<file path="config.mk">
export PLATFORM = sky130hd
export DESIGN_NAME = bcd_serial_addsub
export DESIGN_NICKNAME = d
export VERILOG_FILES = /design/src/rtl/bcd_serial_addsub.sv
export SDC_FILE = /design/constraint.sdc
export NUM_CORES = 1
export LEC_CHECK = 0
export CAP_MARGIN = 20
export CORE_ASPECT_RATIO = 0.7
export CORE_MARGIN = 1.5
export CORE_UTILIZATION = 52
export CTS_CLUSTER_SIZE = 10
export DETAILED_ROUTE_END_ITERATION = 16
export HOLD_SLACK_MARGIN = 0.03
export PLACE_DENSITY_LB_ADDON = 0.25
export SYNTH_ARGS = -nofsm -noshare
export SYNTH_HDL_FRONTEND = slang
export SYNTH_SLANG_ARGS = --single-unit
</file>
<file path="constraint.sdc">
create_clock -name clk -period 3.3 [get_ports clk]
set_input_delay 0.495 -clock clk [delete_from_list [all_inputs] [get_ports clk]]
set_output_delay 0.495 -clock clk [all_outputs]
set_load 0.005 [all_outputs]
</file>
<file path="src/rtl/bcd_serial_addsub.sv">
// -----------------------------------------------------------------------------
// bcd_serial_addsub
//   Digit-serial packed-BCD adder/subtractor. One decimal digit is processed
//   per clock, least significant first. Subtraction uses the nines'-complement
//   of b with an inverted carry chain, so both modes share one digit adder.
//
// Ports
//   clk      : sole clock, rising edge
//   rst_n    : asynchronous active-low reset
//   start    : operation request, sampled only in IDLE
//   sub      : 0 = a+b+cin, 1 = a-b-cin
//   cin      : carry-in (add) / borrow-in (sub)
//   a, b     : packed BCD operands, digit 0 in [3:0]
//   busy     : high while digits are being processed
//   done     : one-cycle pulse when result/cout/invalid are updated
//   result   : packed BCD result of the last completed operation
//   cout     : carry-out (add) / borrow-out (sub) of the last operation
//   invalid  : a captured digit of a or b was > 9 in the last operation
// -----------------------------------------------------------------------------
module bcd_serial_addsub #(
  parameter int DIGITS = 4
) (
  input  logic              clk,
  input  logic              rst_n,
  input  logic              start,
  input  logic              sub,
  input  logic              cin,
  input  logic [4*DIGITS-1:0] a,
  input  logic [4*DIGITS-1:0] b,
  output logic              busy,
  output logic              done,
  output logic [4*DIGITS-1:0] result,
  output logic              cout,
  output logic              invalid
);

  localparam int W     = 4 * DIGITS;
  localparam int IDX_W = (DIGITS > 1) ? $clog2(DIGITS) : 1;

  typedef enum logic [1:0] {IDLE, RUN, DONE} state_e;

  state_e             state_q, state_d;
  logic [W-1:0]       a_q, a_d;       // shifts right one digit per RUN cycle
  logic [W-1:0]       b_q, b_d;
  logic [W-1:0]       acc_q, acc_d;   // result digits shift in from the top
  logic               sub_q, sub_d;
  logic               c_q, c_d;
  logic               inv_q, inv_d;
  logic [IDX_W-1:0]   idx_q, idx_d;
  logic [W-1:0]       result_q, result_d;
  logic               cout_q, cout_d;
  logic               invalid_q, invalid_d;
  logic               done_q, done_d;

  // Digit step on the current least significant working digit.
  logic [3:0] a_k, b_k, b_eff;
  logic [4:0] sum_s;
  logic [3:0] digit_s;
  logic       carry_s;
  logic       digit_bad;

  always_comb begin
    a_k       = a_q[3:0];
    b_k       = b_q[3:0];
    b_eff     = sub_q ? (4'd9 - b_k) : b_k;
    sum_s     = {1'b0, a_k} + {1'b0, b_eff} + {4'b0000, c_q};
    carry_s   = (sum_s > 5'd9);
    // s-10 and s+6 agree modulo 16, so the low nibble is the corrected digit.
    digit_s   = carry_s ? (sum_s[3:0] + 4'd6) : sum_s[3:0];
    digit_bad = (a_k > 4'd9) || (b_k > 4'd9);
  end

  always_comb begin
    // NOTE: every output of this block gets a default first, so no path can
    // leave a variable unassigned and infer a latch.
    state_d   = state_q;
    a_d       = a_q;
    b_d       = b_q;
    acc_d     = acc_q;
    sub_d     = sub_q;
    c_d       = c_q;
    inv_d     = inv_q;
    idx_d     = idx_q;
    result_d  = result_q;
    cout_d    = cout_q;
    invalid_d = invalid_q;
    done_d    = 1'b0;

    case (state_q)
      IDLE: begin
        if (start) begin
          a_d     = a;
          b_d     = b;
          sub_d   = sub;
          c_d     = sub ? ~cin : cin;
          inv_d   = 1'b0;
          idx_d   = '0;
          state_d = RUN;
        end
      end
      RUN: begin
        a_d   = a_q >> 4;
        b_d   = b_q >> 4;
        acc_d = W'({digit_s, acc_q} >> 4);
        c_d   = carry_s;
        inv_d = inv_q | digit_bad;
        idx_d = idx_q + IDX_W'(1);
        if (idx_q == IDX_W'(DIGITS - 1)) state_d = DONE;
      end
      DONE: begin
        // Visible outputs change only here, all in the same edge as done.
        result_d  = acc_q;
        cout_d    = sub_q ? ~c_q : c_q;
        invalid_d = inv_q;
        done_d    = 1'b1;
        state_d   = IDLE;
      end
      default: state_d = IDLE;
    endcase
  end

  // NOTE: sequential state uses non-blocking assignments so every flop samples
  // the pre-edge values regardless of statement order.
  always_ff @(posedge clk or negedge rst_n) begin
    if (!rst_n) begin
      state_q   <= IDLE;
      a_q       <= '0;
      b_q       <= '0;
      acc_q     <= '0;
      sub_q     <= 1'b0;
      c_q       <= 1'b0;
      inv_q     <= 1'b0;
      idx_q     <= '0;
      result_q  <= '0;
      cout_q    <= 1'b0;
      invalid_q <= 1'b0;
      done_q    <= 1'b0;
    end else begin
      state_q   <= state_d;
      a_q       <= a_d;
      b_q       <= b_d;
      acc_q     <= acc_d;
      sub_q     <= sub_d;
      c_q       <= c_d;
      inv_q     <= inv_d;
      idx_q     <= idx_d;
      result_q  <= result_d;
      cout_q    <= cout_d;
      invalid_q <= invalid_d;
      done_q    <= done_d;
    end
  end

  assign busy    = (state_q == RUN);
  assign done    = done_q;
  assign result  = result_q;
  assign cout    = cout_q;
  assign invalid = invalid_q;

endmodule

</file>
### Word level (Yosys, flattened, before mapping)

Index checks and enable logic that the tools add are counted.

| cells by class | value |
|---|---|
| $add $sub $neg | 5 |
| magnitude comparators | 3 |
| eq/ne operators | 5 |
| multiplexer cells | 18 |
| bitwise gates (word level) | 3 |
| reductions and logical operators | 6 |

Operators by type and width:

| kind | count |
|---|---|
| case mux 16 bit (2 select lines) | 2 |
| 2-to-1 mux 16 bit | 2 |
| > comparator 4 bit, second input constant | 2 |
| 2-to-1 mux 4 bit | 2 |
| case mux 2 bit (2 select lines) | 2 |
| 2-to-1 mux 2 bit | 3 |
| AND reduction 2 bit | 3 |
| adder 4 x 4 -> 5 bit | 1 |
| adder 5 x 1 -> 5 bit | 1 |
| > comparator 5 x 4 -> 1 bit, second input constant | 1 |
| 2-to-1 mux 1 bit | 5 |
| adder 4 x 3 -> 4 bit, second input constant | 1 |
| equality test 2 bit, second input constant | 2 |
| case mux 1 bit (2 select lines) | 2 |
| subtractor 4 bit, first input constant | 1 |
| adder 2 x 1 -> 2 bit, second input constant | 1 |
| equality test 2 x 1 -> 1 bit, second input constant | 1 |
| logical NOT 2 bit | 1 |
| != test 2 x 1 -> 1 bit, second input constant | 1 |
| != test 2 bit, second input constant | 1 |
| inverter 1 bit | 2 |
| nonzero test 2 bit | 1 |
| logical OR 1 bit | 1 |
| OR 1 bit | 1 |

| storage, ports and cells | value |
|---|---|
| register bits after elaboration | 74 |
| bits of input ports | 37 |
| output and inout bits | 20 |
| word-level logic and storage cells | 52 |

### Depth between registers and ports, before layout

Gate-level depths: netlist of the first run.

| logic depth | value |
|---|---|
| word-level depth | 6 |
| gate-level depth with buffers | 10 |
| depth with buffers taken out | 10 |

### Least setup slack after synthesis of the first run

No wires, ideal clock.

| timing path | value |
|---|---|
| kind | register -> register |
| from | register sub_q |
| to | register acc_q[14] |
| library setup time | 90 ps |
| arrival time | 2,249 ps |
| data required time | 3,210 ps |
| path slack | 960 ps |
| cell stages (with the launch flop) | 10 |
| clock period less this slack | 2,340 ps |
| cell sequence | dfrtp_1 > xnor2_1 > fa_1 > inv_1 > fa_1 > xnor2_1 > ha_1 > nand2_1 > a211o_2 > o221ai_1 |

| on the way | value |
|---|---|
| cells in the longest elaborated chain, start to end | 5 |
| elaborated cells between the ends (all ways) | 6 |
| classes of those cells | 3 x add/sub; 1 x order compare; 2 x mux |

Ends and longest elaborated chain:

| item | line | text |
|---|---|---|
| from (decl) | 46 | `logic sub_q, sub_d;` |
| from (signal assigned) | 143 | `sub_q <= sub_d;` |
| 2-to-1 mux 4 bit (*) | 65 | `b_eff = sub_q ? (4'd9 - b_k) : b_k;` |
| adder 4 x 4 -> 5 bit (*) | 66 | `sum_s = {1'b0, a_k} + {1'b0, b_eff} + {4'b0000, c_q};` |
| adder 5 x 1 -> 5 bit (*) | 66 |  |
| adder 4 x 3 -> 4 bit / > comparator 5 x 4 -> 1 bit (equally long branches) | 69, 67 |  |
| 2-to-1 mux 4 bit (*) | 69 | `digit_s = carry_s ? (sum_s[3:0] + 4'd6) : sum_s[3:0];` |
| to (signal assigned) | 129 | `acc_q <= '0;` |
| to (signal assigned) | 142 | `acc_q <= acc_d;` |
| to (decl) | 45 | `logic [W-1:0] acc_q, acc_d;` |

Every way passes the cells marked *; elsewhere a longest branch is shown, timed or not.
A chain may end at the register's enable or synchronous reset.

### Final worst setup path of the first run

Same ends and word-level chain as after synthesis.

==> results of run 1 <==
-- state kept, by name, indices dropped and copies added, names as in the netlist --
register and cells:
result 16, invalid 1, c_q 1, acc_q 16
inv_q 1, sub_q 1, state_q 2, done 1
cout 1, idx_q 2, b_q 16, a_q 16
-- worst paths after layout --
path	start	endpoint	slack (ns)	cells past startpoint
hold / removal	rst_n	result[7]	0.29	1
max in group asynchronous	rst_n	acc_q[12]	2.42	1
hold reg to reg	acc_q[1]	acc_q[1]	0.47	2
min in group clk	acc_q[1]	acc_q[1]	0.47	2
setup reg to reg	sub_q	acc_q[14]	0.66	9
setup / recovery	sub_q	acc_q[14]	0.66	9
-- metal layers --
| metal | global-route usage | vias to the layer above | wire length, um |
|---|---|---|---|
| li1 | - | 1139 | - |
| met1 | 0.311 | 1143 | 3320 |
| met2 | 0.293 | 62 | 2890 |
| met3 | 0.0575 | 4 | 283 |
| met4 | 0.0730 | 0 | 34 |
| met5 | 0 | - | 0 |
-- cells by family (layout without fill, tap and decap cells) --
family          Yosys count  after routing  synth area share
simple gates             84             84             0.107
xor+xnor                  6              6            0.0183
compound gates           71             71             0.142
fa+ha+maj                 8              8            0.0350
buf+inv                  24             82            0.0335
mux                      31             31             0.101
flops                    74             74             0.564
-- Yosys cell counts, types with 4 or more instances --
cell      count
a22oi_1      12
dfrtp_1      74
mux2i_1      14
nand2_1      67
mux2_2       17
a22o_1        9
o21ai_0      21
o21ai_1      13
inv_1         8
buf_2         5
ha_1          6
nor2_1        4
xnor2_1       4
clkbuf_1      8
-- power by group through the flow --
stage	logic [mW]	registers, mW	clock network (mW)
6_report	2.06	1.61	0.627
5_1_grt	2.31	1.67	0.684
4_1_cts	2.07	1.62	0.647
3_5_place_dp	2.05	1.63	0
3_3_place_gp	1.96	1.62	0
2_1_floorplan	1.47	1.54	0
-- stage by stage --
stage | cells | util | area, um^2
3_3_place_gp | 420 | 0.632 | 3890
5_1_grt | 434 | 0.661 | 4070
3_5_place_dp | 420 | 0.632 | 3890
6_report | 434 | 0.661 | 4070
4_1_cts | 434 | 0.661 | 4070
2_1_floorplan | 298 | - | 3290
-- final cells by class --
cell class	count	area [um^2]	share of cell area
sequential	74	1850	0.455
timing repair buffer	59	581	0.143
clock buffer	12	165	0.0406
clock inverter	2	12.5	0.00308
inverter	9	36.3	0.00892
multi-input combinational	200	1320	0.325
tap	78	97.6	0.0240
==> impl_metrics.csv, run 1 <==
group,metric,value,unit
run_status,outcome,"completed",
logic_synthesis,syn_nets,343,
global_routing,track_usage,0.208,
logic_synthesis,ys_seq_area_frac,0.564,
logic_synthesis,synth_top_cell_area_share,0.564,
power_and_ir_drop,ir_worst_vdd,0.425,mV
routing,wl_per_cell,15.1,um
placement,dp_slack,0.682,ns
logic_synthesis,synth_edf_count,0,
logic_synthesis,synth.top_cells.by_area,"dfrtp_1, nand2_1, mux2_2",
power_and_ir_drop,switching_share,0.387,
final_layout,syn_to_final_growth,23.8,%
setup_path,cp.buffers_inverters,1,
floorplan,io_pins,57,
setup_path,path_max_fanout,6,
clocking,cts-htree-levels,3,
sta,rsz0062_at_grt,"false",
power_and_ir_drop,clkPwrFrac,0.146,
global_routing,grt_pass1_vias,2320,
placement,portBuffers,56,
routing,drtPass1Iterations,4,
final_layout,nNetsFinal,398,
power_and_ir_drop,combPwrFrac,0.479,
clocking,cts_resized,0,
power_and_ir_drop,p_leak,1.89,nW
floorplan,die_h,69.5,um
clocking,post-cts-setup-buffers,0,
power_and_ir_drop,pwr-share-seq,0.375,
global_routing,grt_max_degree,75,
setup_path,critPathLaunchType,"flop",
logic_synthesis,synth_top_area_cell,"dfrtp_1",
placement,hpwl,4.33,mm
sta,slew_violations,0,
sta,max_freq,0.379,GHz
routing,vias,2348,
logic_synthesis,synthFlopType,"dfrtp_1",
sta,hold_ws,0.293,ns
clocking,ctsHoldBuffers,0,
floorplan,start_util,0.534,
logic_synthesis,async_flop_share,1.00,
final_layout,fillers,485,
final_layout,final_cell_mix,"dfrtp_1, nand2_1, clkdlybuf4s50_1",
final_layout,mostFrequentLayoutCell,"dfrtp_1",
sta,setup_ws,0.659,ns
logic_synthesis,syn_avg_cell_area,11.0,um^2
logic_synthesis,synthCells,298,
clocking,cts_tree,"built",
logic_synthesis,ys_warn_count,0,
setup_path,cp.arrival,2.88,ns
sta,slew_headroom,0.342,
global_routing,grt_pass1_wl,11.0,mm
placement,place_congestion,0.820,
clocking,clk_pin_slew,0.07,ns
final_layout,antenna_cells,0,
clocking,insertion_delay,0.33,ns
run,maxCapViolCount,0,
logic_synthesis,ys_types,40,
clocking,cts_buffers,9,
power_and_ir_drop,p_total,4.31,mW
setup_path,crit_path_top_delay_cell,"dfrtp_1",
logic_synthesis,netlist_area,3290,um^2
sta,final-setup-viol-count,0,
global_routing,antenna_found_initial,0,
sta,hold_violations,0,
setup_path,worst-setup-path-type,"reg2reg",
setup_path,crit_path_end_kind,"flop",
sta,timing.final.crit_share,0.800,
routing,drt_wl_total,6.53,mm
setup_path,required,3.54,ns
power_and_ir_drop,powerDensity,1060,nW/um^2
global_routing,grt-ovfl-total,0,
final_layout,drive_gt1_frac,0.118,
floorplan,die-area,6810,um^2
sta,fin_skew,0.00943,ns
sta,fin_setup_tns,0,ns
setup_path,critPathTopFamily,"adder cells",
power_and_ir_drop,intPower,2.64,mW
clocking,cts_root_buffer,"clkbuf_8",
setup_path,cpPeakStageDelay,0.46,ns
clocking,cts.path.max_buffers,2,
setup_path,worstPathCellList,"xnor2_1 -> fa_1 -> inv_1 -> fa_1 -> xnor2_1 -> ha_1 -> nand2_1 -> a211o_2 -> o221ai_1",
routing,viasPerCell,5.41,
routing,final_antenna_net_count,0,
floorplan,coreArea,6160,um^2
floorplan,die_w,98.0,um
routing,drt_iter0_drc,160,
power_and_ir_drop,p_sw,1.67,mW
sta,tightestPinTransition,0.987,ns
worst_hold_path,hp-class,"in2async",
floorplan,rows,24,
sta,period_needed,2.64,ns
routing,drc,0,
logic_synthesis,yosys_register_bits,74,
clocking,cts.sinks,74,
Note: power is estimated with default switching activity, not from simulation.
==> run 2, diff against run 1 <==
==> constraint.sdc (replaced) <==
create_clock -name clk -period 2.67 [get_ports clk]
set_input_delay 0.4005 -clock clk [delete_from_list [all_inputs] [get_ports clk]]
set_output_delay 0.4005 -clock clk [all_outputs]
set_load 0.005 [all_outputs]
==> impl_metrics.csv, run 2 (synthesized netlist as in run 1, its figures left out) <==
group,metric,value,unit
floorplan,die-area,6810,um^2
floorplan,io_pins,57,
final_layout,fillers,473,
floorplan,die_w,98.0,um
sta,period_needed,2.59,ns
routing,drc,0,
sta,tightestPinTransition,0.925,ns
floorplan,rows,24,
placement,place_inst,424,
placement,place_congestion,0.820,
placement,hpwl,4.48,mm
final_layout,final_cell_mix,"dfrtp_1, nand2_1, clkdlybuf4s50_1",
power_and_ir_drop,pwr-share-seq,0.363,
final_layout,final_area,4120,um^2
sta,fin_skew,0.00809,ns
floorplan,coreArea,6160,um^2
power_and_ir_drop,clkPwrFrac,0.145,
placement,placed_area,3920,um^2
global_routing,grt_pass1_vias,2331,
clocking,cts-htree-levels,3,
sta,rsz0062_at_grt,"false",
power_and_ir_drop,switching_share,0.392,
final_layout,antenna_cells,0,
routing,top_layer,"met4",
clocking,cts_buffers,9,
sta,max_freq,0.386,GHz
run_status,outcome,"completed",
global_routing,antenna_found_initial,0,
placement,dp_slack,0.0713,ns
run,maxCapViolCount,0,
final_layout,drive_gt1_frac,0.135,
clocking,cts_tree,"built",
clocking,insertion_delay,0.34,ns
clocking,cts.path.max_buffers,2,
routing,wl_per_cell,15.1,um
clocking,clk_pin_slew,0.07,ns
power_and_ir_drop,combPwrFrac,0.492,
final_layout,finalCoreUtilization,0.669,
floorplan,die_h,69.5,um
power_and_ir_drop,intPower,3.33,mW
setup_path,critPathLaunchType,"flop",
setup_path,crit_path_top_delay_cell,"fa_1",
clocking,cts.sinks,74,
global_routing,grt_pass1_wl,11.2,mm
worst_hold_path,hp-class,"in2async",
global_routing,grt_max_degree,75,
routing,vias,2370,
final_layout,nNetsFinal,403,
final_layout,syn_to_final_growth,25.3,%
power_and_ir_drop,p_leak,1.92,nW
sta,fin_setup_tns,0,ns
setup_path,cpPeakStageDelay,0.46,ns
routing,final_antenna_net_count,0,
setup_path,path_max_fanout,6,
routing,viasPerCell,5.37,
final_layout,mostFrequentLayoutCell,"dfrtp_1",
setup_path,crit_path_end_kind,"flop",
setup_path,worstPathCellList,"xnor2_1 -> fa_1 -> inv_1 -> fa_1 -> inv_1 -> ha_1 -> nand2_1 -> a211o_2 -> o221ai_1",
sta,hold_ws,0.187,ns
power_and_ir_drop,p_sw,2.14,mW
routing,wl_met1,3.26,mm
sta,slew_violations,0,
clocking,ctsHoldBuffers,0,
routing,wl_met3,319,um
routing,drt_wl_total,6.68,mm
sta,final-setup-viol-count,0,
routing,met2WireLength,3.03,mm
power_and_ir_drop,powerDensity,1330,nW/um^2
sta,hold_violations,0,
power_and_ir_drop,p_total,5.47,mW
setup_path,cp.arrival,2.85,ns
placement,portBuffers,56,
sta,slew_headroom,0.383,
global_routing,grt-ovfl-total,0,
routing,drt_iter0_drc,122,
final_layout,layout.cells.non_filler,441,
clocking,cts_root_buffer,"clkbuf_8",
final_layout,multi_input_area,1330,um^2
power_and_ir_drop,ir_worst_vdd,0.606,mV
global_routing,track_usage,0.211,
sta,timing.final.crit_share,0.969,
setup_path,worst-setup-path-type,"reg2reg",
floorplan,start_util,0.534,
final_layout,regArea,1850,um^2
sta,setup_ws,0.0824,ns
setup_path,required,2.93,ns
routing,drtPass1Iterations,4,
-- run 2: layout make-up --
type | count | share of cell area
inverter | 9 | 0.00881
sequential | 74 | 0.450
clock inverter | 4 | 0.00638
multi-input combinational | 200 | 0.323
clock buffer | 12 | 0.0377
timing repair buffer | 64 | 0.150
tap | 78 | 0.0237
-- run 2: metal layers --
layer	vias to the layer above	track usage
met3	7	0.0534
li1	1146	-
met1	1157	0.306
met4	0	0.0714
met5	-	0
met2	60	0.310
-- run 2: final timing paths --
path	startpoint	end	slack, ns	depth (start not counted)
setup / recovery	sub_q	acc_q[14]	0.08	9
hold / removal	rst_n	result[11]	0.19	1
setup reg to reg	sub_q	acc_q[14]	0.08	9
hold reg to reg	acc_q[3]	acc_q[3]	0.48	2
max in group asynchronous	rst_n	b_q[7]	1.88	1
min in group clk	acc_q[3]	acc_q[3]	0.48	2
-- run 2: critical path: cells and delay by family, from the launching register on --
family	cells	cell delay, ns
adders and majority gates	3	1.06
buffers and inverters	2	0.21
DFF	1	0.45
and+or+nand+nor	1	0.12
xor gates and xnor gates	1	0.17
AOI/OAI and AO/OA	2	0.52
-- run 2: power by group through the flow --
stage | sequential, mW | combinational (mW) | clock [mW]
floorplan | 1.90 | 1.82 | 0
global placement | 1.99 | 2.45 | 0
detailed placement | 2.01 | 2.59 | 0
CTS | 1.99 | 2.61 | 0.809
global route | 2.06 | 2.98 | 0.850
finish | 1.99 | 2.69 | 0.792
-- run 2: timing repair --
item	4_1_cts	5_1_grt
endpoints found under the setup margin	0	3
setup buffers	0	1
resized for setup	0	1
==> run 3, diff against run 2 <==
--- a/config.mk
+++ b/config.mk
@@ -11,6 +11,7 @@
 export CORE_UTILIZATION = 52
 export CTS_CLUSTER_SIZE = 10
 export DETAILED_ROUTE_END_ITERATION = 16
+export GPL_ROUTABILITY_DRIVEN = 0
 export HOLD_SLACK_MARGIN = 0.03
 export PLACE_DENSITY_LB_ADDON = 0.25
 export SYNTH_ARGS = -nofsm -noshare
==> results of run 3 <==
Same layout as run 2: the final DEF is identical, and so are final timing and power.
